**config.mk**
```make
export PLATFORM = sky130hd
export DESIGN_NAME = imem_loader
export DESIGN_NICKNAME = d
export VERILOG_FILES = /design/src/rtl/imem_loader.sv
export SDC_FILE = /design/constraint.sdc
export NUM_CORES = 1
export LEC_CHECK = 0
export ABC_AREA = 1
export ABC_CLOCK_PERIOD_IN_PS = 1900
export BUFFER_PORTS_ARGS = -buffer_cell sky130_fd_sc_hd__buf_2
export CAP_MARGIN = 20
export CORE_MARGIN = 10
export CORE_UTILIZATION = 45
export DETAILED_ROUTE_END_ITERATION = 10
export GPL_TIMING_DRIVEN = 0
export PLACE_DENSITY = 0.69
export SYNTH_ARGS = -nofsm -noshare
export SYNTH_HDL_FRONTEND = slang
export SYNTH_SLANG_ARGS = --single-unit
```
**constraint.sdc**
```tcl
create_clock -name clk -period 1.9 [get_ports clk]
set_input_delay 0.095 -clock clk [delete_from_list [all_inputs] [get_ports clk]]
set_output_delay 0.095 -clock clk [all_outputs]
set_load 0.02 [all_outputs]
```
**src/rtl/imem_loader.sv**
```systemverilog
// imem_loader: boots instruction memory from a serial byte stream.
// Stream format: LEN_HI, LEN_LO, then N x {B0, B1, B2}, then an XOR checksum.
// The CPU is stalled while a load is in progress; otherwise its fetch port
// passes straight through to the instruction memory.
module imem_loader #(
   parameter int DEPTH  = 8192,
   parameter int ADDR_W = 16
) (
   input  logic              clk,
   input  logic              rst_n,
   input  logic              boot_req,
   input  logic [7:0]        rx_data,
   input  logic              rx_vld,
   input  logic [ADDR_W-1:0] cpu_addr,
   input  logic              cpu_rd_en,
   output logic [ADDR_W-1:0] im_addr,
   output logic              im_rd_en,
   output logic              im_wr_en,
   output logic [16:0]       im_wr_data,
   output logic              cpu_stall,
   output logic              load_done,
   output logic              load_err
);

   typedef enum logic [3:0] {
      IDLE   = 4'd0,
      LEN_HI = 4'd1,
      LEN_LO = 4'd2,
      B0     = 4'd3,
      B1     = 4'd4,
      B2     = 4'd5,
      CHK    = 4'd6,
      DONE   = 4'd7,
      ERR    = 4'd8
   } state_t;

   localparam logic [31:0] DEPTH_U = 32'(DEPTH);

   state_t              state_q;
   logic                boot_q;
   logic [7:0]          len_hi_q;
   logic [15:0]         len_q;
   logic [8:0]          asm_q;      // {instr[16], instr[15:8]} under assembly
   logic [ADDR_W-1:0]   wr_ptr_q;
   logic [7:0]          csum_q;
   logic                wr_en_q;
   logic [16:0]         wr_data_q;  // separate from asm_q so the next B0 can land during the write
   logic                done_q;
   logic                err_q;

   logic                boot_rise_s;
   logic [15:0]         len_s;
   logic                len_bad_s;
   logic                last_instr_s;
   logic                loading_s;

   assign boot_rise_s  = boot_req & ~boot_q;
   assign len_s        = {len_hi_q, rx_data};
   assign len_bad_s    = (len_s == 16'd0) || ({16'd0, len_s} > DEPTH_U);
   // At a B2 byte the previous write has already retired, so wr_ptr_q counts
   // completed instructions and this one is the last when wr_ptr_q+1 == N.
   assign last_instr_s = ((32'(wr_ptr_q) + 32'd1) == {16'd0, len_q});
   assign loading_s    = (state_q != IDLE) && (state_q != DONE) && (state_q != ERR);

   // Loader FSM together with its datapath registers and registered outputs.
   always_ff @(posedge clk) begin
      if (!rst_n) begin
         state_q   <= IDLE;
         boot_q    <= 1'b0;
         len_hi_q  <= 8'd0;
         len_q     <= 16'd0;
         asm_q     <= 9'd0;
         wr_ptr_q  <= '0;
         csum_q    <= 8'd0;
         wr_en_q   <= 1'b0;
         wr_data_q <= 17'd0;
         done_q    <= 1'b0;
         err_q     <= 1'b0;
      end else begin
         boot_q  <= boot_req;
         wr_en_q <= 1'b0;
         if (wr_en_q) begin
            wr_ptr_q <= wr_ptr_q + ADDR_W'(1);
         end
         case (state_q)
            IDLE, DONE, ERR: begin
               if (boot_rise_s) begin
                  state_q  <= LEN_HI;
                  done_q   <= 1'b0;
                  err_q    <= 1'b0;
                  wr_ptr_q <= '0;
                  csum_q   <= 8'd0;
               end
            end
            LEN_HI: begin
               if (rx_vld) begin
                  len_hi_q <= rx_data;
                  csum_q   <= csum_q ^ rx_data;
                  state_q  <= LEN_LO;
               end
            end
            LEN_LO: begin
               if (rx_vld) begin
                  len_q  <= len_s;
                  csum_q <= csum_q ^ rx_data;
                  if (len_bad_s) begin
                     state_q <= ERR;
                     err_q   <= 1'b1;
                  end else begin
                     state_q <= B0;
                  end
               end
            end
            B0: begin
               if (rx_vld) begin
                  asm_q[8] <= rx_data[0];
                  csum_q   <= csum_q ^ rx_data;
                  state_q  <= B1;
               end
            end
            B1: begin
               if (rx_vld) begin
                  asm_q[7:0] <= rx_data;
                  csum_q     <= csum_q ^ rx_data;
                  state_q    <= B2;
               end
            end
            B2: begin
               if (rx_vld) begin
                  wr_data_q <= {asm_q, rx_data};
                  wr_en_q   <= 1'b1;
                  csum_q    <= csum_q ^ rx_data;
                  state_q   <= last_instr_s ? CHK : B0;
               end
            end
            CHK: begin
               if (rx_vld) begin
                  if (rx_data == csum_q) begin
                     state_q <= DONE;
                     done_q  <= 1'b1;
                  end else begin
                     state_q <= ERR;
                     err_q   <= 1'b1;
                  end
               end
            end
            default: begin
               state_q <= IDLE;
            end
         endcase
      end
   end

   // Memory port mux: loader owns the address while loading, CPU otherwise.
   always_comb begin
      im_addr  = cpu_addr;
      im_rd_en = cpu_rd_en;
      if (loading_s) begin
         im_addr  = wr_ptr_q;
         im_rd_en = 1'b0;
      end else begin
         im_addr  = cpu_addr;
         im_rd_en = cpu_rd_en;
      end
   end

   assign im_wr_en   = wr_en_q;
   assign im_wr_data = wr_data_q;
   assign cpu_stall  = loading_s;
   assign load_done  = done_q;
   assign load_err   = err_q;

endmodule

```
==> results.sh <==
export IMPL_first_global_vias=4074
export IMPL_path_delay_family="simple AND/OR/NAND/NOR gates"
export IMPL_initial_core_util=0.4626
export IMPL_dieArea_mm2=0.01321
export IMPL_synth_nets=633
export IMPL_dpl_cell_area_mm2=0.004519
export IMPL_via_count=4214
export IMPL_clkTransAtPathRegs_ns=0.10
export IMPL_hpwl_um=8663
export IMPL_grt_pass1_wl_um=19450
export IMPL_cp_required_ns=2.20
export IMPL_endpoint_kind="flop"
export IMPL_fin_crit_sh=0.9894
export IMPL_max_cap_viol_count=0
export IMPL_place_gp_congestion=0.8895
export IMPL_path_cells="ha_4, nand2_4, nor2_4, nand3_2, nand2_2, nand2_1, nand2_1, nand2_1, nor2_1, nand3_1, nor2_1, nand2_1, nand2_1, nand2_1, a21oi_2"
export IMPL_grt_max_degree=17
export IMPL_drtIter0Drc=245
export IMPL_portBuffers=66
export IMPL_dpl_worst_slack_ns=-0.2176
export IMPL_antenna_cells=0
export IMPL_core_mm2=0.008763
export IMPL_grt_usage=0.1783
export IMPL_power_density_mw_per_mm2=1104
export IMPL_clock_skew_final_ns=0.01159
export IMPL_vdd_drop_max_uv=581.1
export IMPL_synthCells=603
export IMPL_setup_ws_ns=0.02017
export IMPL_synth_area_mm2=0.004054
export IMPL_rows=34
export IMPL_io_pins=67
export IMPL_synth_distinct_cells=30
export IMPL_power_mw=5.538
export IMPL_viasPerCell=5.235
export IMPL_htreeDepth=3
export IMPL_grt_remaining_overflow=0
export IMPL_critPathMaxStageDelay_ns=0.38
export IMPL_fin_crit_ns=1.880
export IMPL_cp_slowest_cell="dfxtp_4"
export IMPL_hold_class="in -> reg"
export IMPL_ant_nets=0
export IMPL_design_area_mm2=0.005019
export IMPL_place_inst=777
export IMPL_chipWidth_um=114.9
export IMPL_tns_ns=0
export IMPL_finalHoldViolCount=0
export IMPL_fin_nets=722
export IMPL_status="complete, no violations"
export IMPL_area_growth_pct=23.80
export IMPL_antenna_found_initial=0
export IMPL_yosys_warnings=0
export IMPL_ys_seq_elements=82
export IMPL_die_y_um=114.9
export IMPL_setup_viol=0
export IMPL_clk_latency_ns=0.37
export IMPL_rsz0062_at_grt="true"
export IMPL_clkSinkCount=82
export IMPL_clockBufferDepth=2
export IMPL_totalWireLength_um=11770
export IMPL_cts_tree="built"
export IMPL_worstSetupStartpointType="flop"
export IMPL_yosysSeqAreaShare=0.4049
export IMPL_crit_type="reg -> reg"
export IMPL_worst_pin_slew_ns=0.6128
export IMPL_clock_fmax_ghz=0.5320
export IMPL_synth_avg_cell_area_um2=6.723
export IMPL_route_detailed_drc=0
export IMPL_drive_gt1_frac=0.2166
export IMPL_wl_per_cell_um=14.62
export IMPL_cts_buffers_inserted=9
export IMPL_slew_violations=0
export IMPL_cts_root_buf="clkbuf_8"
export IMPL_first_pass_iters=4
export IMPL_relSlewSlack=0.5915
export IMPL_cp_arrival_ns=2.18
export IMPL_critPathMaxFanout=7
export IMPL_critPathBufInv=0
export IMPL_crit_top_cell="nand2_1"
export IMPL_p_leak_nw=2.255
export IMPL_fin_cells=805
[path summary, 6_finish.rpt]
path	start	to	slack, ns	cells past startpoint
max	wr_ptr_q[1]$_SDFF_PN0_	state_q[2]$_SDFFE_PN0P_	0.02	15
min	rx_vld	asm_q[8]$_SDFFE_PN0P_	0.05	3
max reg2reg	wr_ptr_q[1]$_SDFF_PN0_	state_q[2]$_SDFFE_PN0P_	0.02	15
min reg2reg	asm_q[6]$_SDFFE_PN0P_	im_wr_data[14]$_SDFFE_PN0P_	0.46	2
[layout by cell type, fill, tap and decap left out, drive strengths merged]
| cell | Yosys | routed |
|---|---|---|
| inv | 76 | 79 |
| ha | 1 | 1 |
| buf | 1 | 79 |
| nand2 | 123 | 123 |
| o211a | 8 | 8 |
| nor4 | 1 | 1 |
| o211ai | 3 | 3 |
| nor3 | 1 | 1 |
| nand3b | 1 | 1 |
| a21oi | 51 | 51 |
| nand4 | 12 | 12 |
| dlygate4sd3 | 0 | 1 |
| clkbuf | 19 | 27 |
| a31oi | 2 | 2 |
| nand3 | 36 | 36 |
| o21bai | 1 | 1 |
| o2bb2ai | 1 | 1 |
| nor2 | 84 | 84 |
| bufinv | 0 | 1 |
| a211oi | 3 | 3 |
| o22ai | 1 | 1 |
| o21ai | 85 | 85 |
| or2 | 1 | 1 |
| xnor2 | 9 | 9 |
| clkinv | 1 | 3 |
| clkinvlp | 0 | 1 |
| dfxtp | 82 | 82 |
[stage by stage]
stage,util,hold WS [ns]
6_report,0.5727,0.05366
5_1_grt,0.5727,0.06804
4_1_cts,0.5524,0.04233
3_5_place_dp,0.5157,0.2923
3_3_place_gp,0.5157,0.2907
2_1_floorplan,-,0.1885
[worst register-to-register path, delay by kind of cell, from the launching register on]
family	cells	cell delay (ns)
compound gates	1	0.11
fa+ha+maj	1	0.17
flops	1	0.38
simple gates	13	1.18
[synth_stat cells]
| cell | count | area share |
|---|---|---|
| inv_1 | 73 | 0.068 |
| inv_2 | 3 | 0.0028 |
| a21oi_1 | 51 | 0.063 |
| o21ai_1 | 2 | 0.0025 |
| nand3_1 | 35 | 0.043 |
| buf_6 | 1 | 0.0028 |
| nor2_2 | 3 | 0.0046 |
| o21ai_0 | 83 | 0.10 |
| o22ai_2 | 1 | 0.0031 |
| nand3b_1 | 1 | 0.0019 |
| dfxtp_1 | 82 | 0.40 |
| nor4_1 | 1 | 0.0015 |
| a211oi_1 | 3 | 0.0056 |
| nor2_4 | 4 | 0.011 |
| o211ai_1 | 3 | 0.0056 |
| nand2_2 | 1 | 0.0015 |
| nand2_1 | 122 | 0.11 |
| nand3_2 | 1 | 0.0025 |
| o211a_1 | 8 | 0.020 |
| nor3_1 | 1 | 0.0012 |
| clkbuf_1 | 19 | 0.018 |
| a31oi_1 | 2 | 0.0031 |
| clkinv_1 | 1 | 0.00093 |
| o2bb2ai_1 | 1 | 0.0022 |
| nor2_1 | 77 | 0.071 |
| xnor2_1 | 9 | 0.019 |
| or2_2 | 1 | 0.0015 |
| ha_1 | 1 | 0.0031 |
| nand4_1 | 12 | 0.019 |
| o21bai_1 | 1 | 0.0019 |
[power by group]
group          switching [mW]  internal, mW  total (mW)
combinational            1.36         0.826        2.18
clock                   0.706         0.632        1.34
sequential              0.117          1.90        2.02
[logic make-up (layout without fill, tap and decap cells)]
group | Yosys count | in the layout | synth area share
AND/OR/NAND/NOR | 259 | 259 | 0.2719
AO/OA/AOI/OAI | 155 | 155 | 0.2090
buffers and inverters | 97 | 191 | 0.09167
flip-flops | 82 | 82 | 0.4049
XOR/XNOR | 9 | 9 | 0.01945
adder cells (fa/ha/maj) | 1 | 1 | 0.003086
[registers in the layout, summed over array words and instances (netlist names)]
name        count
load_err        1
wr_ptr_q       16
csum_q          8
len_q          16
im_wr_en        1
im_wr_data     17
state_q         4
load_done       1
len_hi_q        8
asm_q           9
boot_q          1
[timing repair]
action	CTS	global route
gates resized for setup	19	47
hold buffers	1	0
endpoints found under the setup margin	29	55
endpoints found under the hold margin	1	0
pin swaps	2	12
gates cloned	1	0
setup buffers	3	7
[per-layer routing]
metal | up-vias | global-route usage | part of all wire
met5 | - | 0 | 0
met3 | 28 | 0.04375 | 0.073
met4 | 0 | 0.08003 | 0.026
met1 | 1909 | 0.2176 | 0.44
li1 | 2148 | - | -
met2 | 129 | 0.2905 | 0.46
[cell type report]
type / instances / area, µm²
plain buffers: 20 / 110.1
clock buffers: 9 / 123.9
clock inverters: 7 / 85.08
fillers: 869 / 3745
inverters: 77 / 292.8
multi-input cells: 424 / 2175
flip-flops and latches: 82 / 1662
well taps: 108 / 135.1
repair buffers: 78 / 435.4
No activity file was read; power rests on OpenSTA's default activity.
